[src/rtl/exu_inst_queue.sv]
// exu_inst_queue: circular FIFO of {pc, inst} pairs between fetch and EXU
// decode/dispatch. Each entry carries a one-bit OP-IMM pre-decode that is
// computed when the entry is pushed.
// Optional feature macro: EXU_INST_QUEUE_BYPASS_EN. When it is defined, an
// empty queue passes the input straight to the output in the same cycle.
// Ports:
//   clk, rst_n             clock, asynchronous active-low reset
//   flush                  drop all entries on the next rising edge
//   in_vld/in_rdy          fetch-side handshake; in_pc, in_inst are the payload
//   out_vld/out_rdy        EXU-side handshake; out_pc, out_inst, out_is_alu_imm
//   count                  number of occupied entries
module exu_inst_queue #(
  parameter int unsigned DEPTH = 4,
  parameter int unsigned XLEN  = 32
) (
  input  logic                     clk,
  input  logic                     rst_n,
  input  logic                     flush,
  input  logic                     in_vld,
  output logic                     in_rdy,
  input  logic [XLEN-1:0]          in_pc,
  input  logic [XLEN-1:0]          in_inst,
  output logic                     out_vld,
  input  logic                     out_rdy,
  output logic [XLEN-1:0]          out_pc,
  output logic [XLEN-1:0]          out_inst,
  output logic                     out_is_alu_imm,
  output logic [$clog2(DEPTH):0]   count
);

  localparam int unsigned AW = $clog2(DEPTH);
  localparam int unsigned PW = AW + 1;
  localparam logic [6:0]  OP_IMM = 7'b0010011;

  logic [PW-1:0]   wr_ptr;
  logic [PW-1:0]   rd_ptr;
  logic [XLEN-1:0] pc_mem   [DEPTH];
  logic [XLEN-1:0] inst_mem [DEPTH];
  logic [DEPTH-1:0] alu_mem;

  logic empty;
  logic full;
  logic push;
  logic pop;
  logic byp_take;
  logic in_is_alu_imm;
  logic [AW-1:0] wr_idx;
  logic [AW-1:0] rd_idx;

  assign wr_idx = wr_ptr[AW-1:0];
  assign rd_idx = rd_ptr[AW-1:0];
  assign empty  = (wr_ptr == rd_ptr);
  assign full   = (wr_idx == rd_idx) && (wr_ptr[AW] != rd_ptr[AW]);
  assign count  = wr_ptr - rd_ptr;

  assign in_is_alu_imm = (in_inst[6:0] == OP_IMM);

  // Ready is forced low while reset is held; the pointers already read empty.
  assign in_rdy = rst_n & ~full & ~flush;

`ifdef EXU_INST_QUEUE_BYPASS_EN
  logic byp_act;

  // Transparent path: only when nothing is stored and no flush is pending.
  assign byp_act  = rst_n & empty & ~flush;
  assign byp_take = byp_act & in_vld & out_rdy;

  always_comb begin
    out_vld        = 1'b0;
    out_pc         = '0;
    out_inst       = '0;
    out_is_alu_imm = 1'b0;
    if (byp_act) begin
      out_vld = in_vld;
      if (in_vld) begin
        out_pc         = in_pc;
        out_inst       = in_inst;
        out_is_alu_imm = in_is_alu_imm;
      end
    end else if (!empty) begin
      out_vld        = 1'b1;
      out_pc         = pc_mem[rd_idx];
      out_inst       = inst_mem[rd_idx];
      out_is_alu_imm = alu_mem[rd_idx];
    end
  end
`else
  assign byp_take = 1'b0;

  // Head entry, zeroed while empty.
  always_comb begin
    out_vld        = ~empty;
    out_pc         = '0;
    out_inst       = '0;
    out_is_alu_imm = 1'b0;
    if (!empty) begin
      out_pc         = pc_mem[rd_idx];
      out_inst       = inst_mem[rd_idx];
      out_is_alu_imm = alu_mem[rd_idx];
    end
  end
`endif

  // A bypassed entry is consumed directly and never written.
  assign push = in_vld & in_rdy & ~byp_take;
  // Pop only from storage; a pop coinciding with flush is discarded.
  assign pop  = ~empty & out_rdy & ~flush;

  // Pointer update; flush wins over any handshake.
  always_ff @(posedge clk or negedge rst_n) begin
    if (!rst_n) begin
      wr_ptr <= '0;
      rd_ptr <= '0;
    end else if (flush) begin
      wr_ptr <= '0;
      rd_ptr <= '0;
    end else begin
      if (push) wr_ptr <= wr_ptr + PW'(1);
      if (pop)  rd_ptr <= rd_ptr + PW'(1);
    end
  end

  // Entry storage with the pre-decode bit captured at push time.
  always_ff @(posedge clk or negedge rst_n) begin
    if (!rst_n) begin
      for (int i = 0; i < int'(DEPTH); i++) begin
        pc_mem[i]   <= '0;
        inst_mem[i] <= '0;
      end
      alu_mem <= '0;
    end else if (push) begin
      pc_mem[wr_idx]   <= in_pc;
      inst_mem[wr_idx] <= in_inst;
      alu_mem[wr_idx]  <= in_is_alu_imm;
    end
  end

endmodule

[config.mk]
export PLATFORM = sky130hd
export DESIGN_NAME = exu_inst_queue
export DESIGN_NICKNAME = d
export VERILOG_FILES = /design/src/rtl/exu_inst_queue.sv
export SDC_FILE = /design/constraint.sdc
export NUM_CORES = 1
export LEC_CHECK = 0
export BUFFER_PORTS_ARGS = -buffer_cell sky130_fd_sc_hd__buf_2
export CORE_MARGIN = 1.5
export CORE_UTILIZATION = 30
export DETAILED_ROUTE_END_ITERATION = 16
export GPL_ROUTABILITY_DRIVEN = 0
export PLACE_DENSITY_LB_ADDON = 0.25
export SKIP_CTS_REPAIR_TIMING = 1
export SYNTH_ARGS = -nofsm -noshare
export SYNTH_HDL_FRONTEND = slang
export SYNTH_SLANG_ARGS = --single-unit
[constraint.sdc]
create_clock -name clk -period 4.5 [get_ports clk]
set_input_delay 1.125 -clock clk [delete_from_list [all_inputs] [get_ports clk]]
set_output_delay 1.125 -clock clk [all_outputs]
set_load 0.01 [all_outputs]
; Word level (Yosys, flattened, before mapping)
; Cells that the tools add are included.
[totals]
input_bits = 69
reg_bits = 266
word_cells = 61
output_inout_bits = 70
[op_classes]
mux = 22
n_reduce_logical = 5
eq_ne = 4
n_lt_le_gt_ge = 6
n_bitwise = 10
addsub = 3
[op_table]
columns = operator, count
row1 = $bwmux 128, 2
row2 = $mux 32, 7
row3 = $bmux 32 s2, 2
row4 = $demux 32 s2, 1
row5 = $mux 3, 4
row6 = $eq 7x5->1 const B, 1
row7 = $add 3x1->3 const B, 2
row8 = $ge 3x3->1 const B, 2
row9 = $lt 2x3->1 const B, 2
row10 = $not 2->3, 2
row11 = $and 1x1->1, 5
row12 = $bwmux 4, 1
row13 = $reduce_bool 2->1, 2
row14 = $eq 3x3->1, 1
row15 = $logic_and 1x1->1, 3
row16 = $lt 3x1->1 const B, 1
row17 = $mux 1, 3
row18 = $not 1->1, 3
row19 = $sub 3x3->3, 1
row20 = $bmux 1 s2, 1
row21 = $demux 1 s2, 1
row22 = $eq 2x2->1, 1
row23 = $ge 2x1->1 const B, 1
row24 = $ne 1x1->1, 1

; Logic depth before layout (Yosys ltp)
; Gate-level depths: netlist of the first run.
[logic_depth]
ltp_word = 8
mapped_depth = 9
mapped_depth_nobuf = 5

; Worst setup path after synthesis of the first run
; No wires, ideal clock.
[synth_timing]
path_type = register to output
startpoint = register rd_ptr[1]
endpoint = output out_inst[0]
stages_incl_launch_ff = 10
t_required_ps = 3375
n_path_buf = 4
arrival_time_ps = 2369
path_slack_ps = 1006
cell_sequence = dfrtp_1 > clkbuf_1 > buf_1 > inv_1 > ha_1 > nand2_1 > nor2_1 > clkbuf_1 > clkbuf_1 > nor2b_1
[synth_via]
elab_chain_len = 5
elab_cells_between_ends = 6
classes_between = 1 x eq/ne / 4 x mux / 1 x bitwise
[synth_lines]
columns = item, line
row1 = "start, declared", 36  ; logic [PW-1:0] rd_ptr;
row2 = "start signal, assigned", 119  ; if (pop) rd_ptr <= rd_ptr + PW'(1);
row3 = $not 2->3 (not written as such), 98  ; out_inst = inst_mem[rd_idx];
row4 = $bmux 32 s2, 98
row5 = $mux 32 (not written as such) (2 in series), 98
row6 = $mux 32 (*), 96  ; if (!empty) begin
row7 = "end, declared", 26  ; output logic [XLEN-1:0] out_inst,
; Every way passes the cells marked *; elsewhere a longest branch is shown, timed or not. The select of a mux whose other input is x is not followed.

; Worst setup path after layout of the first run
[layout_timing]
startpoint = register rd_ptr[0]
endpoint = output out_pc[8]
[layout_via]
elab_chain_len = 5
elab_cells_between_ends = 6
classes_between = 1 x eq/ne / 4 x mux / 1 x bitwise
[layout_lines]
columns = item, line
row1 = $not 2->3 (not written as such), 97  ; out_pc = pc_mem[rd_idx];
row2 = $bmux 32 s2, 97
row3 = $mux 32 (not written as such) (2 in series), 97
row4 = $mux 32 (*), 96
row5 = "end, declared", 25  ; output logic [XLEN-1:0] out_pc,
; Marked as above.

==> results of run 1 <==
per-stage QoR:
stage	total power [uW]	instances
floorplan	4310	766
global placement	4840	1446
detailed placement	4860	1446
CTS	7800	1506
global route	8060	1507
finish	7650	1507
how the worst min path moves through the flow:
stage	from	to	slack [ns]
3_5_place_dp	inst_mem[57]	inst_mem[57]	0.49
5_1_grt	pc_mem[50]	pc_mem[50]	0.51
2_1_floorplan	inst_mem[32]	inst_mem[32]	0.48
6_report	inst_mem[15]	inst_mem[15]	0.50
4_1_cts	pc_mem[48]	pc_mem[48]	0.50
3_3_place_gp	inst_mem[39]	inst_mem[39]	0.48
state kept, by name, summed over array words and instances, names as in the netlist:
signal and count:
pc_mem 128, rd_ptr 3, alu_mem 4, wr_ptr 3, inst_mem 128
metal layers:
metal	global-route usage, %	vias to the layer above
met5	0	-
met1	19.0	3713
met3	3.39	60
li1	-	3056
met4	4.75	8
met2	20.8	131
power groups by stage:
| stage | combinational (uW) | clock [uW] | sequential, uW |
|---|---|---|---|
| floorplan | 1290 | 0 | 3020 |
| global placement | 1710 | 0 | 3140 |
| detailed placement | 1730 | 0 | 3130 |
| CTS | 1730 | 2960 | 3100 |
| global route | 1830 | 3060 | 3160 |
| finish | 1690 | 2850 | 3100 |
cells by family after synthesis:
kind of cell | Yosys count | share of synthesized area [%]
flops | 266 | 51.3
simple gates | 87 | 4.11
compound gates | 11 | 0.637
fa+ha+maj | 8 | 0.830
xor+xnor | 3 | 0.347
mux | 329 | 39.5
buf+inv | 62 | 3.26
layout make-up:
type	instances	area [um2]	area share, %
multi-input combinational	438	5930	38.5
tap	577	722	4.69
antenna	1	2.50	0.0162
sequential	266	6660	43.2
timing repair buffer	154	871	5.65
clock buffer	47	1000	6.51
inverter	11	41.3	0.268
clock inverter	13	175	1.14
cells in the mapped netlist, types with 2 or more instances:
library cell,count
a21oi_1,2
nor2_1,6
a21oi_2,4
ha_1,7
dfrtp_1,266
clkbuf_1,15
mux4_2,65
mux2_4,185
xnor2_1,2
mux2_2,73
nand2_1,5
mux2i_1,6
nor2b_1,66
nand4b_1,5
buf_2,11
o2111ai_1,2
buf_6,23
inv_1,11
==> impl_metrics.tcl, run 1 <==
set metrics [dict create \
    status "complete, no violations" \
    ys_seq_area_share_pct 51.3 \
    drive_above_1_share_pct 58.1 \
    vias_per_cell 4.62 \
    crit_path_end "out_pc[8]" \
    synth_edf_count 0 \
    drtIter0Drc 322 \
    clock.fmax_mhz 254 \
    start_util_pct 30.6 \
    dieArea_um2 44500 \
    fin_setup_tns_ns 0 \
    setup_viol_count_final 0 \
    cp_cell_sequence "ha_1 > nand2_1 > nor2_4 > buf_4 > nor2b_1 > buf_2" \
    min_period_ns 3.93 \
    synth_top_area_share_pct 51.3 \
    cts_tree "done" \
    rsz0062_at_grt "false" \
    crit_family "flip-flops" \
    dp_hpwl_um 17300 \
    ys_ff_latch 266 \
    numCtsBuffers 34 \
    relSlewSlack_pct 39.2 \
    wire_per_inst_um 19.5 \
    p_int_uw 5680 \
    swShare_pct 25.8 \
    place_area_um2 14200 \
    preCtsSetupSlack_ns 1.08 \
    reg2reg_to "inst_mem[44]" \
    power.switching_uw 1970 \
    skew_ns 0.0220 \
    syn_nets 843 \
    grt_max_degree 146 \
    grt_remaining_overflow 0 \
    reg2reg_depth 5 \
    wl_met3_um 1370 \
    rrSetupSlack_ns 1.44 \
    die_w_um 211 \
    rr_startpoint "rd_ptr[0]" \
    power_frac_clock_pct 37.3 \
    ys_async_sr_fraction_pct 100 \
    max_stage_delay_ns 0.73 \
    cp.required_ns 3.38 \
    clkSinkCount 266 \
    core_um2 42300 \
    hold_viol 0 \
    nets 982 \
    met1Wirelength_um 14200 \
    grt_pass1_vias 7665 \
    p_leak_uw 0.00699 \
    cap_violations 0 \
    wl_um 29400 \
    antenna_found_initial 5 \
    yosys.area.top_type "dfrtp_1" \
    crit_buf_inv 2 \
    drt_first_pass_iters 6 \
    highest_layer "met5" \
    ys_warn_count 0 \
    wl_met2_um 13100 \
    hold_depth 1 \
    cp_slowest_cell "dfrtp_4" \
    final_common_cell "dfrtp_1" \
    vias 6968 \
    grt_use_total_pct 13.7 \
    critPathArrivalTime_ns 2.81 \
    min_path_type "flop to flop" \
    fin_crit_sh_pct 87.3 \
    vdd.ir_drop.worst_uv 259 \
    combPwrFrac_pct 22.1 \
    die-height_um 211 \
    whs_ns 0.500 \
    pin_count 139 \
    n_fill_cell 4041 \
    worstSetupEndpointType "primary output" \
    utilization_pct 36.4 \
    cp.depth 6 \
    final_cell_mix "dfrtp_1 (264), mux2_4 (185), buf_2 (137)" \
    synth_ff_type "dfrtp_1" \
    root_buffer "clkbuf_16" \
    path_class "flop to primary output" \
    pwr-share-seq_pct 40.6 \
    port_buffers 138 \
    syn2layout_area_growth_pct 18.8 \
    syn_avg_cell_area_um2 16.9 \
    core.rowCount 75 \
    drc 0 \
    worst_pin_slew_ns 0.912 \
    synth_area_um2 13000 \
    yosys-top-cells-area "dfrtp_1 (51%), mux2_4 (21%), mux4_2 (11%)" \
    drv_slew 0 \
    critPathMaxFanout 48 \
    critical_path.startpoint "rd_ptr[0]" \
    pwr_density_cell_nw_per_um2 496 \
    fin_area_um2 15400 \
    syn_inst 766 \
    ant_nets 0 \
    finalWorstSetupSlack_ns 0.570 \
    clock_latency_ns 0.53 \
    yosysUniqueCellTypes 30 \
    clkSlewWorstSetupHoldPaths_ns 0.06 \
    cp-start-kind "flop" \
    clk_path_buf_depth 3 \
    cts.htree.levels 2 \
    grt_pass1_wl_um 46900 \
]
(Power assumes the default switching activity.)
==> run 2, diff against run 1 <==
--- a/config.mk
+++ b/config.mk
@@ -11,6 +11,8 @@
 export DETAILED_ROUTE_END_ITERATION = 16
 export GPL_ROUTABILITY_DRIVEN = 0
+export GPL_TIMING_DRIVEN = 0
 export PLACE_DENSITY_LB_ADDON = 0.25
 export SKIP_CTS_REPAIR_TIMING = 1
+export SLEW_MARGIN = 0
 export SYNTH_ARGS = -nofsm -noshare
 export SYNTH_HDL_FRONTEND = slang
==> constraint.sdc (replaced) <==
create_clock -name clk -period 4.5 [get_ports clk]
set_input_delay 0.225 -clock clk [delete_from_list [all_inputs] [get_ports clk]]
set_output_delay 0.225 -clock clk [all_outputs]
set_load 0.01 [all_outputs]
==> run 2 against run 1 <==
Cell area grew 4.5%. Highest routed layer unchanged. Global-route usage grew 0.56 points. Sequential share of layout area shrank 1.9 points. Non-clock buffer count grew 94. Via count grew 4.8%. Setup slack gained 0.014 ns. Combinational power grew 6%.
==> impl_metrics.tcl, run 2 (same netlist as run 1, synthesis figures left out) <==
set metrics [dict create \
    syn2layout_area_growth_pct 24.1 \
    min_period_ns 3.92 \
    reg2reg_depth 8 \
    drc 0 \
    port_buffers 138 \
    instances_no_fill 1597 \
    drtIter0Drc 340 \
    grt_pass1_vias 7703 \
    worst_pin_slew_ns 0.794 \
    clk_path_buf_depth 3 \
    vias 7299 \
    ant_nets 0 \
    relSlewSlack_pct 47.1 \
    cp.required_ns 4.28 \
    root_buffer "clkbuf_16" \
    cp-start-kind "flop" \
    wl_um 31000 \
    min_path_type "input pin to flop" \
    hold_depth 2 \
    vdd.ir_drop.worst_uv 261 \
    vias_per_cell 4.57 \
    skew_ns 0.00905 \
    cts_tree "done" \
    n_fill_cell 4017 \
    grt_remaining_overflow 0 \
    hp-start "in_pc[3]" \
    clkSlewWorstSetupHoldPaths_ns 0.06 \
    setup_viol_count_final 0 \
    clkSinkCount 266 \
    dp_cells 1483 \
    final_common_cell "dfrtp_1" \
    worstHoldEndpoint "pc_mem[99]" \
    start_util_pct 30.6 \
    hold_viol 0 \
    critPathArrivalTime_ns 3.69 \
    cts.htree.levels 2 \
    antenna_found_initial 2 \
    p_leak_uw 0.00733 \
    worstSetupEndpointType "primary output" \
    rrSetupSlack_ns 1.40 \
    core_um2 42300 \
    top_regs "inst_mem x128, pc_mem x128, alu_mem x4" \
    path_class "flop to primary output" \
    die-height_um 211 \
    grt_use_total_pct 14.2 \
    nets 1076 \
    rr_startpoint "rd_ptr[1]" \
    critPathMaxFanout 19 \
    grt_max_degree 116 \
    reg2reg_to "pc_mem[94]" \
    clock.fmax_mhz 255 \
    pwr_density_cell_nw_per_um2 466 \
    fin_area_um2 16100 \
    final_cell_mix "dfrtp_1 (266), mux2_4 (185), buf_2 (148)" \
    die_w_um 211 \
    numCtsBuffers 34 \
    fin_crit_sh_pct 87.0 \
    n_antenna_cell 0 \
    core.rowCount 75 \
    grt_pass1_wl_um 48100 \
    clock_latency_ns 0.52 \
    status "complete, no violations" \
    cap_violations 0 \
    drv_slew 0 \
    dp_hpwl_um 19400 \
    preCtsSetupSlack_ns -0.169 \
    wire_per_inst_um 19.4 \
    pin_count 139 \
    drive_above_1_share_pct 54.3 \
    rsz0062_at_grt "false" \
    dieArea_um2 44500 \
    finalWorstSetupSlack_ns 0.583 \
    drt_first_pass_iters 4 \
    place_area_um2 14400 \
]
[run 2: changes by cell type in the layout (fill, tap and decap cells not counted), moves of 3 or more]
cell,before,now
bufinv_16,4,1
buf_4,12,1
buf_2,137,148
clkbuf_8,4,8
dlygate4sd3_1,0,58
a21oi_2,0,4
clkinv_2,6,3
buf_6,0,23
buf_12,4,0
clkbuf_1,6,22
a21oi_4,4,0
[run 2: final cells by class]
class	instances	area, um2	area share (%)
clock buffers	52	1020	6.33
plain buffers	50	380	2.36
multi-input cells	438	5890	36.6
flip-flops and latches	266	6660	41.3
repair buffers	198	1340	8.30
well taps	577	722	4.48
clock inverters	5	53.8	0.334
inverters	11	41.3	0.256
[run 2: worst max path at each step]
stage               from            to  cells after the start
2_1_floorplan  rd_ptr[1]  inst_mem[24]                      9
3_3_place_gp       rst_n  inst_mem[92]                      6
3_5_place_dp   rd_ptr[1]   out_inst[0]                     10
4_1_cts        rd_ptr[1]   out_inst[0]                     10
5_1_grt        rd_ptr[1]   out_inst[0]                      9
6_report       rd_ptr[1]   out_inst[0]                      9
[run 2: worst max-delay path, stage by stage, from the launching register on]
cell and delay [ns]:
dfrtp_1 0.47, clkbuf_2 0.59, inv_1 0.13, ha_1 0.32, nand2_1 0.12, nor2_1 0.20
clkbuf_2 0.38, clkbuf_1 0.57, nor2b_1 0.16, buf_2 0.18
[run 2: routing by layer]
| layer | GRT usage (%) | part of all wire (%) | up-vias |
|---|---|---|---|
| met5 | 0 | 0.097 | - |
| met4 | 4.68 | 2.3 | 4 |
| met3 | 3.51 | 4.5 | 47 |
| met2 | 21.9 | 46 | 132 |
| met1 | 19.7 | 48 | 3865 |
| li1 | - | - | 3251 |
[run 2: metrics by stage]
step | TNS, ns | hold WS (ns) | util (%) | power (uW)
4_1_cts | -21.65 | -0.388 | 36.7 | 7600
5_1_grt | 0 | 0.00113 | 38.0 | 7890
2_1_floorplan | 0 | -0.0706 | - | 4310
3_5_place_dp | -1.79 | 0.182 | 34.1 | 4880
3_3_place_gp | -1141.77 | 0.484 | 34.0 | 4850
6_report | 0 | 0.00398 | 38.0 | 7500
[run 2: report_power, final]
group          total [uW]  internal (uW)  switching (uW)  leakage, uW
Clock                2650           1610            1040     0.000530
Sequential           3070           2830             232      0.00345
Combinational        1790           1090             690      0.00335
==> run 3, diff against run 2 <==
Clock period 4.5 ns to 4.97 ns, I/O delays scaled along.
==> run 3 against run 2 <==
Cell area down 2.5%. Clock power down 9.4%. Final cell count down 2.5%. Wire length down 0.58%. Combinational power down 11%. First-iteration DRC count down 8.2%. Critical path type unchanged. Critical endpoint unchanged. Critical path depth up 1.
==> impl_metrics.tcl, run 3 (same netlist as run 1, synthesis figures left out) <==
set metrics [dict create \
    n_fill_cell 4042 \
    hp-start "in_inst[8]" \
    vdd.ir_drop.worst_uv 237 \
    syn2layout_area_growth_pct 21.0 \
    register_area_um2 6660 \
    hold_depth 2 \
    hold_viol 0 \
    nets 1036 \
    worst_pin_slew_ns 0.794 \
    cap_violations 0 \
    grt_use_total_pct 14.2 \
    reg2reg_to "pc_mem[94]" \
    cp-start-kind "flop" \
    critPathArrivalTime_ns 4.08 \
    grt_remaining_overflow 0 \
    clkSlewWorstSetupHoldPaths_ns 0.06 \
    cp_cell_sequence "clkbuf_2 > buf_1 > inv_1 > ha_1 > nand2_1 > nor2_1 > clkbuf_2 > clkbuf_1 > nor2b_1 > buf_2" \
    die-height_um 211 \
    cts_tree "done" \
    drive_above_1_share_pct 56.5 \
    dp_hpwl_um 19400 \
    grt_pass1_vias 7703 \
    top_regs "inst_mem x128, pc_mem x128, alu_mem x4" \
    crit_family "buffers and inverters" \
    cts.htree.levels 2 \
    clock_latency_ns 0.53 \
    antenna_found_initial 3 \
    wl_um 30800 \
    setup_viol_count_final 0 \
    skew_ns 0.00982 \
    wire_per_inst_um 19.8 \
    drtIter0Drc 312 \
    root_buffer "clkbuf_16" \
    final_cell_mix "dfrtp_1 (266), mux2_4 (185), buf_2 (148)" \
    max_stage_delay_ns 0.60 \
    finalWorstSetupSlack_ns 0.643 \
    drt_first_pass_iters 4 \
    crit_top_cell "clkbuf_2" \
    vias 7123 \
    crit_buf_inv 6 \
    die_w_um 211 \
    vias_per_cell 4.57 \
    path_class "flop to primary output" \
    preCtsSetupSlack_ns 0.278 \
    grt_pass1_wl_um 48100 \
    pin_count 139 \
    core.rowCount 75 \
    clk_path_buf_depth 3 \
    ant_nets 0 \
    drv_slew 0 \
    relSlewSlack_pct 47.0 \
    core_um2 42300 \
    start_util_pct 30.6 \
    drc 0 \
    pwr_density_cell_nw_per_um2 431 \
    rrSetupSlack_ns 1.43 \
    cp.required_ns 4.72 \
    rsz0062_at_grt "false" \
    multi_input_area_um2 5890 \
    reg2reg_depth 9 \
    final_common_cell "dfrtp_1" \
    clock.fmax_mhz 231 \
    port_buffers 138 \
    dieArea_um2 44500 \
    grt_max_degree 116 \
    critPathMaxFanout 10 \
    cp_slowest_cell "buf_1" \
    cp.depth 10 \
    clkSinkCount 266 \
    rr_startpoint "rd_ptr[1]" \
    numCtsBuffers 34 \
    dp_cells 1483 \
    min_period_ns 4.33 \
    status "complete, no violations" \
    min_path_type "input pin to flop" \
    worstHoldEndpoint "inst_mem[72]" \
    p_leak_uw 0.00716 \
    fin_crit_sh_pct 87.1 \
    worstSetupEndpointType "primary output" \
    whs_ns 0.00159 \
    instances_no_fill 1557 \
    n_antenna_cell 0 \
]
-- run 3: cell count changes in the layout (fill, tap and decap cells not counted) --
cell,before,now
dlygate4sd3_1,58,17
buf_1,0,1
-- run 3: area by class of cell --
| class | instances | share of cell area (%) |
|---|---|---|
| plain buffers | 51 | 2.45 |
| clock inverters | 5 | 0.343 |
| repair buffers | 157 | 5.90 |
| inverters | 11 | 0.263 |
| flip-flops and latches | 266 | 42.4 |
| well taps | 577 | 4.60 |
| clock buffers | 52 | 6.50 |
| multi-input cells | 438 | 37.5 |
-- run 3: stage by stage --
step	instance area, um2	utilization, %	total power, uW	setup TNS, ns
CTS	15500	36.7	6880	-3.65
detailed placement	14400	34.1	4420	0
finish	15700	37.1	6770	0
floorplan	13000	-	3900	0
global route	15700	37.1	7120	0
global placement	14400	34.0	4390	-904.16
-- run 3: worst max path at each step --
| stage | start | end | slack [ns] |
|---|---|---|---|
| finish | rd_ptr[1] | out_inst[0] | 0.64 |
| global route | rd_ptr[1] | out_pc[23] | 0.22 |
| CTS | rd_ptr[1] | out_inst[0] | -0.23 |
| detailed placement | rd_ptr[1] | out_inst[0] | 0.28 |
| global placement | rst_n | inst_mem[92] | -1.93 |
| floorplan | rd_ptr[1] | inst_mem[24] | 2.31 |
-- run 3: where the power goes --
group / total (uW) / switching [uW] / internal (uW)
combinational: 1590 / 618 / 970
sequential: 2780 / 210 / 2570
clock: 2400 / 944 / 1460
total: 6770 / 1770 / 4990
-- run 3: layer usage --
metal  part of all wire (%)  vias to the layer above  global-route usage (%)  wire, um
li1                       -                     3168                       -         -
met1                     47                     3773                    19.7     14500
met2                     46                      127                    21.9     14100
met3                    4.8                       49                    3.51      1480
met4                    2.3                        6                    4.68       705
met5                   0.14                        -                       0        44
